`config.mk`:
```
export PLATFORM = sky130hd
export DESIGN_NAME = piso_serializer
export DESIGN_NICKNAME = d
export VERILOG_FILES = /design/src/rtl/serdes_pkg.sv /design/src/rtl/serdes_hold_reg.sv /design/src/rtl/piso_serializer.sv
export SDC_FILE = /design/constraint.sdc
export NUM_CORES = 1
export LEC_CHECK = 0
export CORE_UTILIZATION = 43
export CTS_CLUSTER_DIAMETER = 30
export DETAILED_ROUTE_END_ITERATION = 12
export PLACE_DENSITY = 0.69
export SYNTH_ARGS = -nofsm -noshare
export SYNTH_HDL_FRONTEND = slang
export SYNTH_SLANG_ARGS = --single-unit
```
`constraint.sdc`:
```
create_clock -name clk -period 1.4 [get_ports clk]
set_clock_uncertainty 0.1 [all_clocks]
set_input_delay 0.28 -clock clk [delete_from_list [all_inputs] [get_ports clk]]
set_output_delay 0.28 -clock clk [all_outputs]
set_load 0.01 [all_outputs]
```
`src/rtl/serdes_pkg.sv`:
```
// Shared definitions for the serializer/deserializer pair.
// Provides:
//   DefaultWidth       - word width shared with the SIPO side
//   LsbFirst, MsbFirst - bit-order selectors
//   StIdle, StShift    - serializer FSM state encodings
package serdes_pkg;

  localparam int unsigned DefaultWidth = 4;

  localparam bit LsbFirst = 1'b0;
  localparam bit MsbFirst = 1'b1;

  // Plain constants instead of an enum so legacy tools can consume the encoding.
  localparam logic [0:0] StIdle  = 1'b0;
  localparam logic [0:0] StShift = 1'b1;

endpackage

```
`src/rtl/serdes_hold_reg.sv`:
```
// One-entry holding (skid) register with full flag.
// Ports:
//   clk     - clock, rising edge
//   reset   - asynchronous active-high reset (clears data and full)
//   wr      - capture wdata and set full
//   wdata   - word to capture
//   consume - release the held word (clears full)
//   rdata   - held word
//   full    - a word is held
module serdes_hold_reg
  import serdes_pkg::*;
#(
  parameter int unsigned WIDTH = DefaultWidth
) (
  input  logic             clk,
  input  logic             reset,
  input  logic             wr,
  input  logic [WIDTH-1:0] wdata,
  input  logic             consume,
  output logic [WIDTH-1:0] rdata,
  output logic             full
);

  logic [WIDTH-1:0] data_q;
  logic             full_q;

  // A write wins over a consume; the owner only writes while empty, so the
  // two never legitimately coincide on a held word.
  always_ff @(posedge clk or posedge reset) begin
    if (reset) begin
      data_q <= '0;
      full_q <= 1'b0;
    end else if (wr) begin
      data_q <= wdata;
      full_q <= 1'b1;
    end else if (consume) begin
      full_q <= 1'b0;
    end
  end

  assign rdata = data_q;
  assign full  = full_q;

endmodule

```
`src/rtl/piso_serializer.sv`:
```
// Parallel-in serial-out serializer feeding the SIPO shift chain.
// Words arrive over a valid/ready handshake and leave one bit per clock, with
// first/last frame strobes. A one-entry holding register lets back-to-back
// words stream without an idle bit between them.
// Ports:
//   clk        - clock, rising edge
//   reset      - asynchronous active-high reset
//   din        - parallel word from the producer
//   din_valid  - din holds a word
//   din_ready  - a word can be accepted this cycle
//   sout       - serial data bit
//   sout_valid - sout carries a valid bit
//   sout_first - sout is the first bit of a word
//   sout_last  - sout is the last bit of a word
//   busy       - shifting, or a word is waiting in the holding register
module piso_serializer
  import serdes_pkg::*;
#(
  parameter int unsigned WIDTH     = DefaultWidth,
  parameter bit          MSB_FIRST = LsbFirst
) (
  input  logic             clk,
  input  logic             reset,
  input  logic [WIDTH-1:0] din,
  input  logic             din_valid,
  output logic             din_ready,
  output logic             sout,
  output logic             sout_valid,
  output logic             sout_first,
  output logic             sout_last,
  output logic             busy
);

  localparam int unsigned     CntW    = $clog2(WIDTH);
  localparam logic [CntW-1:0] LastCnt = CntW'(WIDTH - 1);

  logic [0:0]       state_q, state_d;
  logic [WIDTH-1:0] shreg_q, shreg_d;
  logic [CntW-1:0]  bitcnt_q, bitcnt_d;

  logic             hold_full;
  logic [WIDTH-1:0] hold_data;
  logic             hold_wr;
  logic             hold_consume;

  logic accept;
  logic load;
  logic bypass;
  logic last_bit;

  assign last_bit  = (state_q == StShift) && (bitcnt_q == LastCnt);
  assign din_ready = !hold_full && !reset;
  assign accept    = din_valid && din_ready;

  // Load point: idle, or the cycle the final bit of a word is on sout.
  assign load = (state_q == StIdle) || last_bit;

  // Hold has priority over a fresh word; din goes straight into the shifter
  // only when hold is empty at a load point.
  assign bypass       = load && !hold_full && accept;
  assign hold_wr      = accept && !bypass;
  assign hold_consume = load && hold_full;

  serdes_hold_reg #(
    .WIDTH(WIDTH)
  ) u_hold (
    .clk    (clk),
    .reset  (reset),
    .wr     (hold_wr),
    .wdata  (din),
    .consume(hold_consume),
    .rdata  (hold_data),
    .full   (hold_full)
  );

  always_comb begin
    state_d  = state_q;
    shreg_d  = shreg_q;
    bitcnt_d = bitcnt_q;
    if (load) begin
      if (hold_full) begin
        shreg_d  = hold_data;
        bitcnt_d = '0;
        state_d  = StShift;
      end else if (accept) begin
        shreg_d  = din;
        bitcnt_d = '0;
        state_d  = StShift;
      end else begin
        state_d = StIdle;
      end
    end else begin
      // Mid-word: move the next bit toward the output end.
      if (MSB_FIRST == MsbFirst) begin
        shreg_d = {shreg_q[WIDTH-2:0], 1'b0};
      end else begin
        shreg_d = {1'b0, shreg_q[WIDTH-1:1]};
      end
      bitcnt_d = bitcnt_q + CntW'(1);
    end
  end

  always_ff @(posedge clk or posedge reset) begin
    if (reset) begin
      state_q  <= StIdle;
      shreg_q  <= '0;
      bitcnt_q <= '0;
    end else begin
      state_q  <= state_d;
      shreg_q  <= shreg_d;
      bitcnt_q <= bitcnt_d;
    end
  end

  // Outputs come from registers only; no combinational path from din.
  assign sout       = (MSB_FIRST == MsbFirst) ? shreg_q[WIDTH-1] : shreg_q[0];
  assign sout_valid = (state_q == StShift);
  assign sout_first = (state_q == StShift) && (bitcnt_q == '0);
  assign sout_last  = last_bit;
  assign busy       = (state_q == StShift) || hold_full;

endmodule

```
**After elaboration in Yosys (flattened, before gate mapping)**

Cells that the tools add are included.

- Equal/unequal tests: 2
- Bitwise gates (word level): 1
- Multiplexer cells: 10
- Reductions and logical operators: 15
- Add/sub/neg operators: 1

Operator list:

| cell | number |
|---|---|
| $mux 4 | 3 |
| $logic_and 1x1->1 | 8 |
| $mux 2 | 3 |
| $mux 1 | 4 |
| $logic_not 1->1 | 3 |
| $ne 3x2->1 const B | 1 |
| $add 2x1->2 const B | 1 |
| $eq 2x2->1 const B | 1 |
| $logic_not 2->1 | 1 |
| $logic_or 1x1->1 | 2 |
| $reduce_bool 2->1 | 1 |
| $not 1->1 | 1 |

- Flip-flop bits (word level): 12

**Longest topological paths before layout**

Gate-level depths: netlist (run 1).

- Word-level depth: 8
- Depth in mapped cells: 5
- Depth with buffers taken out: 4

**Cells and area by module**

From an unflattened synthesis (run 1), not the netlist that was laid out.

- Cell total of the unflattened synthesis: 59
- Area total of the unflattened synthesis: 614.3 µm²

Modules (own cells, without submodules):

| module | cells each | instances | area an instance (µm²) |
|---|---|---|---|
| piso_serializer | 47 | 1 | 427.9 |
| serdes_hold_reg | 12 | 1 | 186.4 |

**Worst setup path before layout (run 1)**

No wires, ideal clock.

- Path kind: flip-flop to flip-flop
- Start point: register bitcnt_q[0]
- End point: register u_hold.data_q[0], in the netlist u_hold.rdata[0]
- Clock period less this slack: 1507 ps
- Slack: -107 ps
- Required time: 1175 ps
- Path buffers: 1
- Data arrival time: 1282 ps
- Setup time: 125 ps
- Stages on the path, launching flop included: 6
- Path through: dfrtp_1 ha_1 and2b_1 buf_4 nand3_4 mux2_4

- Longest elaborated chain between the ends: 7

Ends and longest elaborated chain:

| what | RTL line | source |
|---|---|---|
| from (decl) | piso_serializer.sv:39 | `logic [CntW-1:0] bitcnt_q, bitcnt_d;` |
| from (signal assigned) | piso_serializer.sv:111 | `bitcnt_q <= bitcnt_d;` |
| $eq 2x2->1 | piso_serializer.sv:51 | `assign last_bit = (state_q == StShift) && (bitcnt_q == LastCnt);` |
| $logic_and 1x1->1 | piso_serializer.sv:51 |  |
| $logic_or 1x1->1 | piso_serializer.sv:56 | `assign load = (state_q == StIdle) \|\| last_bit;` |
| $logic_and 1x1->1 (2 in series) | piso_serializer.sv:60 | `assign bypass = load && !hold_full && accept;` |
| $logic_not 1->1 | piso_serializer.sv:61 | `assign hold_wr = accept && !bypass;` |
| $logic_and 1x1->1 | piso_serializer.sv:61 |  |
| to (signal assigned) | serdes_hold_reg.sv:34 | `data_q <= wdata;` |
| to (decl) | serdes_hold_reg.sv:24 | `logic [WIDTH-1:0] data_q;` |

No other way between the ends.
A chain may end at the register's enable or synchronous reset.

**Final worst setup path (run 1)**

- Start point: register bitcnt_q[0]
- End point: output port sout_first

- Longest elaborated chain between the ends: 2

Ends and longest elaborated chain:

| what | RTL line | source |
|---|---|---|
| $logic_not 2->1 | piso_serializer.sv:118 | `assign sout_first = (state_q == StShift) && (bitcnt_q == '0);` |
| $logic_and 1x1->1 | piso_serializer.sv:118 |  |
| to (decl) | piso_serializer.sv:29 | `output logic sout_first,` |

No other way between the ends.

==> metrics.yaml, run 1 <==
status:
  status: "finished, violations left"
  violations: "negative setup slack"
timing:
  finalSetupViolations: 11
  timing_hold_violations_final: 0
  maxSlewViolCount: 0
  min_period_ps: 1520
  post-route-period-util_pct: 108
  max_slew_margin_pct: 86.6
  timing.fmax_mhz: 660
  rsz0062_at_grt: "yes"
  fin_hold_ws_ps: 175
  fin_tns_setup_ps: -730
  worst_slew_pin_slew_ps: 199
  setup_ws_ps: -116
cts:
  cts-htree-levels: 1
  ctsHoldBuffers: 0
  cts_buffers: 3
  clock_latency_ps: 270
  clk_path_buf_depth: 2
  cts.clk_slew.worst_paths_ps: 80
  cts.sinks: 12
  clock-root-buffer: "clkbuf_4"
  cts_tree: "yes"
place:
  place_ws_ps: -336
  dp_cells: 91
  gp_congestion: 0.684
  hpwlAfterDp_um: 878
  dpl-instance-area_um2: 872
  io_buffers: 12
setup_path:
  cp-start-kind: "flip-flop"
  endpoint_kind: "output port"
  path_max_fanout: 2
  reg2reg_to: "u_hold.rdata[2]"
  regToRegStartpoint: "bitcnt_q[0]"
  crit_arrival_ps: 1140
  crit_required_ps: 1020
  reg2reg_slack_ps: -110
  crit_type: "flip-flop to output port"
  ff2ff_path_depth: 4
routing:
  vias: 529
  vias_per_cell: 5.51
  postRouteWirelength_um: 1310
  drc: 0
  routedWlPerCell_um: 13.7
  final_antenna_net_count: 0
  drtIter0Drc: 21
  firstDrtPassIters: 4
layout:
  fill_cells: 112
  fin_nets: 92
  final-instance-count-excl-fill: 96
  syn_to_final_growth_pct: 41.6
  finalInstanceArea_um2: 932
  fin_util_pct: 68.2
  antenna_cells: 0
  drive_above_1_share_pct: 48.1
floorplan:
  start_util_pct: 48.2
  die-area_mm2: 0.00169
  die_w_um: 41.1
  core_area_mm2: 0.00137
  ioPinCount: 13
  fp-row-count: 13
  die_h_um: 41.1
synth:
  synth_area_leaders: "dfrtp_1, mux2_4, mux2i_1"
  netlist.area_leader.share_pct: 45.6
  synth-adder-area-share_pct: 3.80
  yosysSeqAreaShare_pct: 45.6
  syn_inst: 55
  muxShareOfSynthArea_pct: 15.2
  synth_top_family_by_area: "multiplexers"
  syn_area_per_cell_um2: 12.0
  yosys.area.top_type: "dfrtp_1"
  synthesis.nets: 64
  synth-simple-area-share_pct: 12.9
  ys_types: 23
  synthXorXnorAreaFrac_pct: 0
  synth-compound-area-share_pct: 15.0
  netlist_area_um2: 658
  yosysWarningCount: 0
  ys_seq_elements: 12
power_and_ir_drop:
  p_per_area_mw_per_mm2: 2250
  vdd_drop_max_mv: 1.39
  leakagePower_nw: 0.451
  p_total_mw: 2.09
min_path:
  min_path_type: "input pin to async pin"
grt:
  grt_overflow_total: 0
  antenna_found_initial: 0
  grt_pass1_wl_um: 2000
  grt_pass1_vias: 454
  grt_max_degree: 15
  track_usage_pct: 19.2
run:
  cap_violations: 0
critical path: stages (launching register included):
cell	delay (ps)
dfrtp_1	380
inv_2	60
ha_4	160
and2_4	150
buf_6	110
placed cells by master, fill, tap and decap left out, types with 2 or more instances in the layout:
cell	synthesis	final
and2_4	0	2
buf_4	2	12
buf_2	0	2
buf_6	2	4
a22o_1	4	4
nor2_2	1	3
clkdlybuf4s50_1	0	5
clkbuf_4	0	3
mux2i_1	4	4
dlygate4sd2_1	0	2
o31a_1	3	3
dfrtp_1	12	12
mux2_4	4	4
o21ai_1	3	3
inv_2	0	2
flip-flops by register name, summed over array words and instances (netlist names):
signal,cells
sout_valid,1
shreg_q,4
bitcnt_q,2
u_hold.rdata,4
u_hold.full,1
synthesized netlist by cell type (all sizes together):
| master | n |
|---|---|
| a21o | 1 |
| a22o | 4 |
| and2 | 2 |
| and2b | 1 |
| buf | 4 |
| dfrtp | 12 |
| ha | 2 |
| inv | 3 |
| mux2 | 4 |
| mux2i | 4 |
| nand2 | 1 |
| nand3 | 1 |
| nor2 | 4 |
| nor2b | 1 |
| nor4 | 1 |
| o21ai | 4 |
| o311a | 1 |
| o31a | 3 |
| or2 | 1 |
| or2b | 1 |
layout make-up:
cell class | count | area (um^2) | share of cell area (%)
timing repair buffer | 27 | 238 | 25.5
clock buffer | 3 | 22.5 | 2.42
inverter | 3 | 11.3 | 1.21
multi-input combinational | 36 | 342 | 36.6
tap | 15 | 18.8 | 2.01
sequential | 12 | 300 | 32.2
what timing repair did:
action,CTS,global route
endpoints found under the setup margin,15,13
gates resized for setup,26,9
setup buffers,1,1
pin swaps,6,3
kinds of logic after synthesis:
kind of cell	count (synthesis)
AO/OA/AOI/OAI	13
buffers and inverters	7
adder cells (fa/ha/maj)	2
AND/OR/NAND/NOR	13
multiplexers	8
flip-flops	12
layer usage:
layer,track usage [%],vias to the layer above,wire length [um]
li1,-,249,-
met1,23.8,262,640
met2,29.3,12,603
met3,6.52,6,44
met4,9.68,0,25
met5,0,-,0
power breakdown:
part,switching (mW),internal (mW)
Clock,0.117,0.0996
Combinational,0.522,0.742
Sequential,0.0985,0.516
how the worst max path moves through the flow:
stage / from / to / slack [ps] / depth (start not counted)
final: bitcnt_q[0] / sout_first / -120 / 4
after global routing: bitcnt_q[0] / sout_last / -140 / 3
after CTS: bitcnt_q[0] / sout_first / -150 / 4
after detailed placement: reset / din_ready / -340 / 3
after global placement: reset / din_ready / -330 / 3
after floorplan: bitcnt_q[0] / u_hold.rdata[0] / -70 / 5
(Power assumes the default switching activity.)
==> inputs of run 2 (changes only) <==
--- a/config.mk
+++ b/config.mk
@@ -5,10 +5,11 @@
 export SDC_FILE = /design/constraint.sdc
 export NUM_CORES = 1
 export LEC_CHECK = 0
-export CORE_UTILIZATION = 43
+export CORE_MARGIN = 2
+export CORE_UTILIZATION = 48
 export CTS_CLUSTER_DIAMETER = 30
 export DETAILED_ROUTE_END_ITERATION = 12
-export PLACE_DENSITY = 0.69
+export PLACE_DENSITY = 0.73
 export SYNTH_ARGS = -nofsm -noshare
 export SYNTH_HDL_FRONTEND = slang
 export SYNTH_SLANG_ARGS = --single-unit
==> constraint.sdc (replaced) <==
create_clock -name clk -period 1.7 [get_ports clk]
set_clock_uncertainty 0.1 [all_clocks]
set_input_delay 0.34 -clock clk [delete_from_list [all_inputs] [get_ports clk]]
set_output_delay 0.34 -clock clk [all_outputs]
set_load 0.01 [all_outputs]
==> metrics.yaml, run 2 (same netlist as run 1, synthesis figures left out) <==
setup_path:
  crit_arrival_ps: 1190  # +50 ps
  cp-start-kind: "flip-flop"
  path_max_fanout: 3  # +1
  crit_type: "flip-flop to output port"
  crit_required_ps: 1260  # +240 ps
  endpoint_kind: "output port"
  ff2ff_path_depth: 4  # unchanged
power_and_ir_drop:
  vdd_drop_max_mv: 1.15  # -18%
  p_per_area_mw_per_mm2: 1840  # -18%
  leakagePower_nw: 0.407  # -9.8%
layout:
  antenna_cells: 0  # unchanged
  most-common-layout-cells: "dfrtp_1, buf_4, clkdlybuf4s50_1"
  fin_util_pct: 65.7  # -2.5 points
  final-instance-count-excl-fill: 90  # -6.3%
  fill_cells: 111  # -0.89%
  drive_above_1_share_pct: 29.3  # -19 points
  final_common_cell: "dfrtp_1"
  fin_nets: 85  # -7.6%
  syn_to_final_growth_pct: 28.3
routing:
  routedWlPerCell_um: 13.2  # -3.4%
  vias: 471  # -11%
  drtIter0Drc: 4  # -81%
  vias_per_cell: 5.23  # -5.0%
  firstDrtPassIters: 2  # -2
  drc: 0  # unchanged
  final_antenna_net_count: 0  # unchanged
  postRouteWirelength_um: 1190  # -9.4%
floorplan:
  ioPinCount: 13  # unchanged
  core_area_mm2: 0.00128  # -6.0%
  die-area_mm2: 0.00168  # -0.44%
  die_w_um: 41.0  # -0.22%
  start_util_pct: 51.2  # +3.0 points
  die_h_um: 41.0  # -0.22%
  fp-row-count: 13  # unchanged
place:
  io_buffers: 12  # unchanged
  gp_congestion: 0.739  # +8.0%
  hpwlAfterDp_um: 872  # -0.69%
  dp_cells: 85  # -6.6%
status:
  status: "completed"
grt:
  antenna_found_initial: 0  # unchanged
  track_usage_pct: 17.9  # -1.3 points
  grt_max_degree: 15  # unchanged
  grt_pass1_wl_um: 1820  # -9.0%
  grt_overflow_total: 0  # unchanged
  grt_pass1_vias: 447  # -1.5%
timing:
  timing.fmax_mhz: 614
  timing_hold_violations_final: 0  # unchanged
  finalSetupViolations: 0  # -11
  min_period_ps: 1630
  rsz0062_at_grt: "no"
  max_slew_margin_pct: 70.3  # -16 points
  maxSlewViolCount: 0  # unchanged
  post-route-period-util_pct: 95.9
  worst_slew_pin_slew_ps: 444  # +245 ps
  fin_tns_setup_ps: 0  # +730 ps
cts:
  cts_buffers: 3  # unchanged
  cts.clk_slew.worst_paths_ps: 80  # about the same
  clock-root-buffer: "clkbuf_4"
  clk_path_buf_depth: 2  # unchanged
  cts.sinks: 12  # unchanged
  ctsHoldBuffers: 0  # unchanged
  cts_tree: "yes"
  cts-htree-levels: 1  # unchanged
  clock_latency_ps: 290  # +20 ps
run:
  cap_violations: 0  # unchanged
min_path:
  min_path_type: "input pin to async pin"
## run 2: cell count changes in the layout (fill, tap and decap cells not counted), moves of 2 or more
cell             delta
buf_4               -4
buf_6               -4
and2_1              +2
and2_4              -2
clkdlybuf4s50_1     +2
nor2_1              +2
nor2_2              -2
## run 2: routing by layer
| metal | global-route usage [%] | wire length (um) |
|---|---|---|
| met1 | 20.1 | 532 |
| met2 | 27.7 | 576 |
| met3 | 9.78 | 66 |
| met4 | 7.50 | 13 |
| met5 | 0 | 0 |
## run 2: stage by stage
step / power [mW] / hold WS, ps / worst slack (ps) / cell area, um^2
2_1_floorplan: 1.11 / 105 / 193 / 658
3_3_place_gp: 1.33 / 380 / -169 / 812
3_5_place_dp: 1.36 / 386 / -189 / 812
4_1_cts: 1.59 / 340 / -8.55 / 856
5_1_grt: 1.68 / 373 / 23.4 / 845
6_report: 1.56 / 327 / 70.5 / 845
## run 2: final timing paths
| path | from | end | slack [ps] |
|---|---|---|---|
| worst max register to register | bitcnt_q[0] | u_hold.rdata[3] | 190 |
| min in group clk | shreg_q[2] | shreg_q[1] | 400 |
| worst min register to register | shreg_q[2] | shreg_q[1] | 400 |
| worst min-delay path | reset | u_hold.rdata[1] | 330 |
| max in group asynchronous | reset | shreg_q[3] | 850 |
| worst max-delay path | u_hold.full | busy | 70 |
## run 2: area by class of cell
| type | instances | area [um^2] | share of cell area [%] |
|---|---|---|---|
| Timing Repair Buffer | 20 | 166 | 19.7 |
| Tap cell | 15 | 18.8 | 2.22 |
| Clock buffer | 4 | 36.3 | 4.30 |
| Inverter | 3 | 11.3 | 1.33 |
| Sequential cell | 12 | 300 | 35.6 |
| Multi-Input combinational cell | 36 | 312 | 36.9 |
## run 2: what timing repair did
item / in CTS / in global routing
gates resized for setup: 10 / 2
cloned: 0 / 0
pin swaps: 0 / 0
buffers inserted: 1 / 0
endpoints found under the setup margin: 5 / 2
## run 2: critical path: stages (launching register included)
cell and delay (ps):
dfrtp_1 410, or2_1 210, dlygate4sd2_1 280
## run 2: where the power goes
group / internal, mW / switching (mW) / leakage [nW] / total, mW
sequential: 0.424 / 0.0796 / 0.146 / 0.504
clock: 0.131 / 0.101 / 0.0210 / 0.232
combinational: 0.453 / 0.368 / 0.240 / 0.821
total: 1.01 / 0.549 / 0.407 / 1.56
